`config.mk`:
```
export PLATFORM = sky130hd
export DESIGN_NAME = pkt_ingress_arbiter
export DESIGN_NICKNAME = d
export VERILOG_FILES = /design/src/rtl/pkt_router_pkg.sv /design/src/rtl/rr_pick.sv /design/src/rtl/pkt_ingress_arbiter.sv
export SDC_FILE = /design/constraint.sdc
export NUM_CORES = 1
export LEC_CHECK = 0
export ABC_AREA = 1
export BUFFER_PORTS_ARGS = -buffer_cell sky130_fd_sc_hd__buf_2
export CORE_ASPECT_RATIO = 1.2
export CORE_MARGIN = 5
export CORE_UTILIZATION = 35
export CTS_CLUSTER_SIZE = 8
export DETAILED_ROUTE_END_ITERATION = 7
export HOLD_SLACK_MARGIN = 0.12
export SLEW_MARGIN = 40
export SYNTH_ARGS = -nofsm -noshare
export SYNTH_HDL_FRONTEND = slang
export SYNTH_HIERARCHICAL = 1
export SYNTH_SLANG_ARGS = --single-unit
```
`constraint.sdc`:
```
create_clock -name clk -period 3.1 [get_ports clk]
set_input_delay 0.465 -clock clk [delete_from_list [all_inputs] [get_ports clk]]
set_output_delay 0.465 -clock clk [all_outputs]
set_load 0.02 [all_outputs]
```
`src/rtl/pkt_router_pkg.sv`:
```
// Shared definitions for the packet router ingress path: packet field layout and arbiter state encoding.
package pkt_router_pkg;

    localparam int PKT_W    = 20;
    localparam int HDR_MSB  = 19;
    localparam int HDR_LSB  = 16;
    localparam int PAY_MSB  = 15;
    localparam int PAY_LSB  = 0;
    localparam int PORT_MSB = 1;
    localparam int PORT_LSB = 0;

    typedef enum logic {
        IDLE  = 1'b0,
        SERVE = 1'b1
    } arb_state_t;

endpackage

```
`src/rtl/rr_pick.sv`:
```
// Combinational round-robin picker: first set request strictly after last_i, wrapping around.
// Also usable for output-port scheduling.
module rr_pick
    import pkt_router_pkg::*;
#(
    parameter int NUM_REQ = 4,
    parameter int IW      = $clog2(NUM_REQ)
) (
    input  logic [NUM_REQ-1:0] req_i,
    input  logic [IW-1:0]      last_i,
    output logic [IW-1:0]      idx_o,
    output logic               any_o
);

    always_comb begin
        logic [IW:0] cand;
        idx_o = last_i;
        any_o = 1'b0;
        cand  = '0;
        // One extra bit keeps last_i + k from wrapping before the modulo on non-power-of-two sizes.
        for (int k = 1; k <= NUM_REQ; k++) begin
            cand = {1'b0, last_i} + (IW+1)'(k);
            if (cand >= (IW+1)'(NUM_REQ)) begin
                cand = cand - (IW+1)'(NUM_REQ);
            end
            if (!any_o && req_i[cand[IW-1:0]]) begin
                idx_o = cand[IW-1:0];
                any_o = 1'b1;
            end
        end
    end

endmodule

```
`src/rtl/pkt_ingress_arbiter.sv`:
```
// Round-robin, credit-flow-controlled arbiter feeding the packet router's single ingress.
// Bursts per grant are bounded; one credit comes back per router output pulse.
module pkt_ingress_arbiter #(
    parameter int NUM_REQ   = 4,
    parameter int PKT_W     = pkt_router_pkg::PKT_W,
    parameter int CREDITS   = 32,
    parameter int BURST_MAX = 4,
    localparam int GW       = $clog2(NUM_REQ),
    localparam int CW       = $clog2(CREDITS + 1)
) (
    input  logic                     clk,
    input  logic                     rst,
    input  logic                     enable,
    input  logic [NUM_REQ-1:0]       req_valid,
    input  logic [NUM_REQ*PKT_W-1:0] req_data,
    output logic [NUM_REQ-1:0]       req_ready,
    output logic                     rtr_packet_valid,
    output logic [PKT_W-1:0]         rtr_data_packet,
    input  logic                     rtr_done,
    output logic [GW-1:0]            grant_id,
    output logic [CW-1:0]            credits,
    output logic [15:0]              pkt_count,
    output logic                     err_credit_ovf
);
    import pkt_router_pkg::*;

    localparam int BW = $clog2(BURST_MAX + 1);

    arb_state_t       state_q, state_d;
    logic [GW-1:0]    grant_q, grant_d;
    logic [BW-1:0]    burst_q, burst_d;
    logic [CW-1:0]    credits_q, credits_d;
    logic [15:0]      pkt_q, pkt_d;
    logic             err_q, err_d;
    logic             vld_q, vld_d;
    logic [PKT_W-1:0] data_q, data_d, sel_data;
    logic [CW:0]      credits_eff;
    logic             serve_ok, xfer, pick_any;
    logic [GW-1:0]    pick_idx;

    rr_pick #(
        .NUM_REQ (NUM_REQ),
        .IW      (GW)
    ) u_pick (
        .req_i  (req_valid),
        .last_i (grant_q),
        .idx_o  (pick_idx),
        .any_o  (pick_any)
    );

    // A credit returning this cycle may be spent in the same cycle.
    assign credits_eff = {1'b0, credits_q} + {{CW{1'b0}}, rtr_done};
    assign serve_ok    = (state_q == SERVE) && enable && (credits_eff != '0);

    always_comb begin
        req_ready = '0;
        sel_data  = '0;
        for (int i = 0; i < NUM_REQ; i++) begin
            if (grant_q == GW'(i)) begin
                req_ready[i] = serve_ok;
                sel_data     = req_data[i*PKT_W +: PKT_W];
            end
        end
    end

    assign xfer = |(req_ready & req_valid);

    always_comb begin
        state_d   = state_q;
        grant_d   = grant_q;
        burst_d   = burst_q;
        credits_d = credits_q;
        pkt_d     = pkt_q;
        err_d     = err_q;
        vld_d     = xfer;
        data_d    = xfer ? sel_data : data_q;

        if (xfer) begin
            pkt_d = pkt_q + 16'd1;
        end

        if (xfer && !rtr_done) begin
            credits_d = credits_q - 1'b1;
        end else if (!xfer && rtr_done) begin
            if (credits_q == CW'(CREDITS)) begin
                err_d = 1'b1;
            end else begin
                credits_d = credits_q + 1'b1;
            end
        end

        case (state_q)
            IDLE: begin
                if (enable && (credits_q != '0) && pick_any) begin
                    grant_d = pick_idx;
                    burst_d = '0;
                    state_d = SERVE;
                end
            end
            SERVE: begin
                if (xfer) begin
                    burst_d = burst_q + 1'b1;
                end
                if (!xfer || (burst_d == BW'(BURST_MAX)) || (credits_d == '0)) begin
                    state_d = IDLE;
                end
            end
            default: state_d = IDLE;
        endcase
    end

    always_ff @(posedge clk) begin
        if (rst) begin
            state_q   <= IDLE;
            grant_q   <= GW'(NUM_REQ - 1);
            burst_q   <= '0;
            credits_q <= CW'(CREDITS);
            pkt_q     <= '0;
            err_q     <= 1'b0;
            vld_q     <= 1'b0;
            data_q    <= '0;
        end else begin
            state_q   <= state_d;
            grant_q   <= grant_d;
            burst_q   <= burst_d;
            credits_q <= credits_d;
            pkt_q     <= pkt_d;
            err_q     <= err_d;
            vld_q     <= vld_d;
            data_q    <= data_d;
        end
    end

    assign rtr_packet_valid = vld_q;
    assign rtr_data_packet  = data_q;
    assign grant_id         = grant_q;
    assign credits          = credits_q;
    assign pkt_count        = pkt_q;
    assign err_credit_ovf   = err_q;

endmodule

```
==> metrics.yaml <==
cells_and_area:
  drive_above_1_share: 0.310
  diodes: 0
  syn_to_final_growth_pct: 28.3
  nNetsFinal: 661
  nFillCells: 917
  regArea_um2: 1000
  multi_input_area_um2: 1780
placed_design:
  hpwl_mm: 7.52
  io_buffers: 137
  gp_congestion: 0.912
  dp_slack_ps: 310
clock_network:
  clockBufferDepth: 2
  insertion_delay_ps: 300
  cts_buffers: 5
  htree_num_levels: 2
  clk_pin_slew_ps: 90
  hold_buffers: 0
  cts_tree: "yes"
  cts_setup_buffers: 0
  clock_tree.root_cell: "clkbuf_8"
  numClockSinks: 50
  cts_resized: 0
timing:
  tightest_slew_ps: 579
  hold_violations: 0
  timing.final.crit_share: 0.828
  fin_setup_tns_ps: 0
  finalSetupViolCount: 0
  min_period_ps: 2570
  worst_slack_ps: 533
  slew_violations: 0
  fin_skew_ps: 14.7
  fmax_ghz: 0.390
  slew_headroom: 0.614
  hold_slack_ps: 454
  rsz0062_at_grt: "no"
drt:
  routedWlPerCell_um: 13.6
  drc: 0
  vias_per_cell: 4.93
  ant_nets: 0
  via_count: 3370
  wl_mm: 9.28
  drt_iter0_markers: 85
  drtPass1Iterations: 4
synthesis:
  synth_xor_area_frac: 0.0316
  synth_top_area_frac: 0.328
  synthMuxAreaShare: 0
  synth_top_family_by_area: "simple AND/OR/NAND/NOR gates"
  ys_top_cells_by_count: "nand2_1 (96), dfxtp_1 (50), nand3_1 (49)"
  yosys-top-cells-area: "dfxtp_1 (33%), nand2_1 (12%), nand3_1 (8.0%), a221oi_1 (5.7%), o21ai_0 (4.8%)"
  synthAdderAreaFrac: 0.0287
  yosysUniqueCellTypes: 36
  syn_area_per_cell_um2: 6.99
  yosysMostFrequentCell: "nand2_1"
  netlist_area_um2: 3050
  synth_top_area_cell: "dfxtp_1"
  syn_nets: 531
  postSynth.asyncResetShare: 0
  synth-warning-count: 6
  ys_seq_area_frac: 0.328
  ys_ff_latch: 50
  synthSimpleGateAreaFrac: 0.322
  synth_enable_flop_cells: 0
  syn_inst: 436
  synth_compound_area_frac: 0.201
  ys_dominant_reg_cell: "dfxtp_1"
grt:
  grt_max_degree: 35
  grtUsageMet3: 0.0489
  grt_pass1_wl_mm: 15.4
  gr-total-overflow: 0
  grt_usage: 0.176
  grt_pass1_vias: 3385
  use_met1: 0.197
  grt_use_met2: 0.325
  antenna_found_initial: 0
  busiest_layer: "met2"
floorplan:
  placementRows: 37
  die_height_um: 112
  initial_core_util: 0.356
  die_w_um: 95.2
  ios: 138
  die-area_um2: 10700
  coreArea_um2: 8560
critical_path:
  worstPathMaxFanout: 14
  cp_common_cell: "nand2_1"
  worst_ep_arrival_time_ps: 2740
  cp_slowest_cell: "dfxtp_1"
  cp.required_ps: 3270
  critPathLaunchType: "register"
  end_kind: "register"
  crit_chain: "ha_1 -> ha_1 -> nor2_1 -> nand2_1 -> nor2_2 -> nand2_2 -> nand4_1 -> nand2_2 -> nor2_8 -> nand2_2 -> nand2_1 -> o21ai_1 -> nand2_1 -> nand2_1 -> nor2_1 -> nand2_1 -> nand2_1 -> a21oi_2"
  path_class: "reg -> reg"
  cpPeakStageDelay_ps: 450
power:
  clkPwrFrac: 0.159
  power_frac_comb: 0.510
  p_sw_frac: 0.439
  p_leak_nw: 1.92
  pwr_density_cell_nw_per_um2: 600
  p_int_mw: 1.32
  switching_power_mw: 1.03
  power_frac_seq: 0.330
  worst_ir_drop_vdd_uv: 209
hold_path:
  min_path_type: "in -> reg"
job:
  drv_cap: 0
status:
  status: "completed"
## power by group through the flow
stage	combinational (mW)	clock, mW	sequential (mW)
final	1.20	0.374	0.775
after global routing	1.36	0.409	0.788
after CTS	1.21	0.389	0.776
after detailed placement	1.20	0	0.791
after global placement	1.19	0	0.789
after floorplan	0.818	0	0.847
## stage by stage
step,std cells,instance area [µm²],util,power (mW)
2_1_floorplan,436,3050,-,1.67
3_3_place_gp,676,3820,0.447,1.98
3_5_place_dp,676,3820,0.447,1.99
4_1_cts,684,3910,0.457,2.37
5_1_grt,684,3910,0.457,2.56
6_report,684,3910,0.457,2.35
## kinds of logic after synthesis
kind of cell,after synthesis
compound gates,92
xor+xnor,11
simple gates,212
fa+ha+maj,7
buf+inv,64
flops,50
## worst paths after layout
kind	from	end	slack, ps	cells after the start
hold reg to reg	err_credit_ovf	err_credit_ovf	480	1
hold / removal	req_data[58]	rtr_data_packet[18]	450	3
setup reg to reg	credits[0]	state_q	530	18
setup / recovery	credits[0]	state_q	530	18
## per-layer routing
| layer | wire, µm | up-vias |
|---|---|---|
| met2 | 4660 | 124 |
| met4 | 148 | 0 |
| met1 | 3740 | 1490 |
| met5 | 0 | - |
| li1 | - | 1744 |
| met3 | 730 | 12 |
## registers in the layout (all words and copies together) (netlist names)
signal and count:
err_credit_ovf 1, burst_q 3, rtr_packet_valid 1, rtr_data_packet 20
state_q 1, credits 6, pkt_count 16, grant_id 2
## placed cells by master (no fill, tap or decap), drive strengths merged, types with 3 or more instances in the layout
cell type  netlist  final
a21oi           19     19
a221oi          20     20
a22o            13     13
buf              5    143
clkbuf          15      6
clkinv           2      4
dfxtp           50     50
ha               7      7
inv             42     42
nand2          108    108
nand3           51     51
nand4            7      7
nor2            33     33
nor3             9      9
o21a             3      3
o21ai           32     32
xnor2            3      3
xor2             8      8
## worst max-delay path, delay by kind of cell (launching register included)
kind / cells / cell delay [ps]
AND/OR/NAND/NOR: 14 / 1450
AO/OA/AOI/OAI: 2 / 110
adder cells (fa/ha/maj): 2 / 450
flip-flops: 1 / 450
## area by class of cell
| class | instances | area share |
|---|---|---|
| Clock buffer | 6 | 0.0186 |
| Clock inverter | 2 | 0.00352 |
| Inverter | 44 | 0.0429 |
| Multi-Input combinational cell | 322 | 0.455 |
| Sequential cell | 50 | 0.256 |
| Tap cell | 117 | 0.0374 |
| Timing Repair Buffer | 143 | 0.187 |
(Power assumes the default switching activity.)
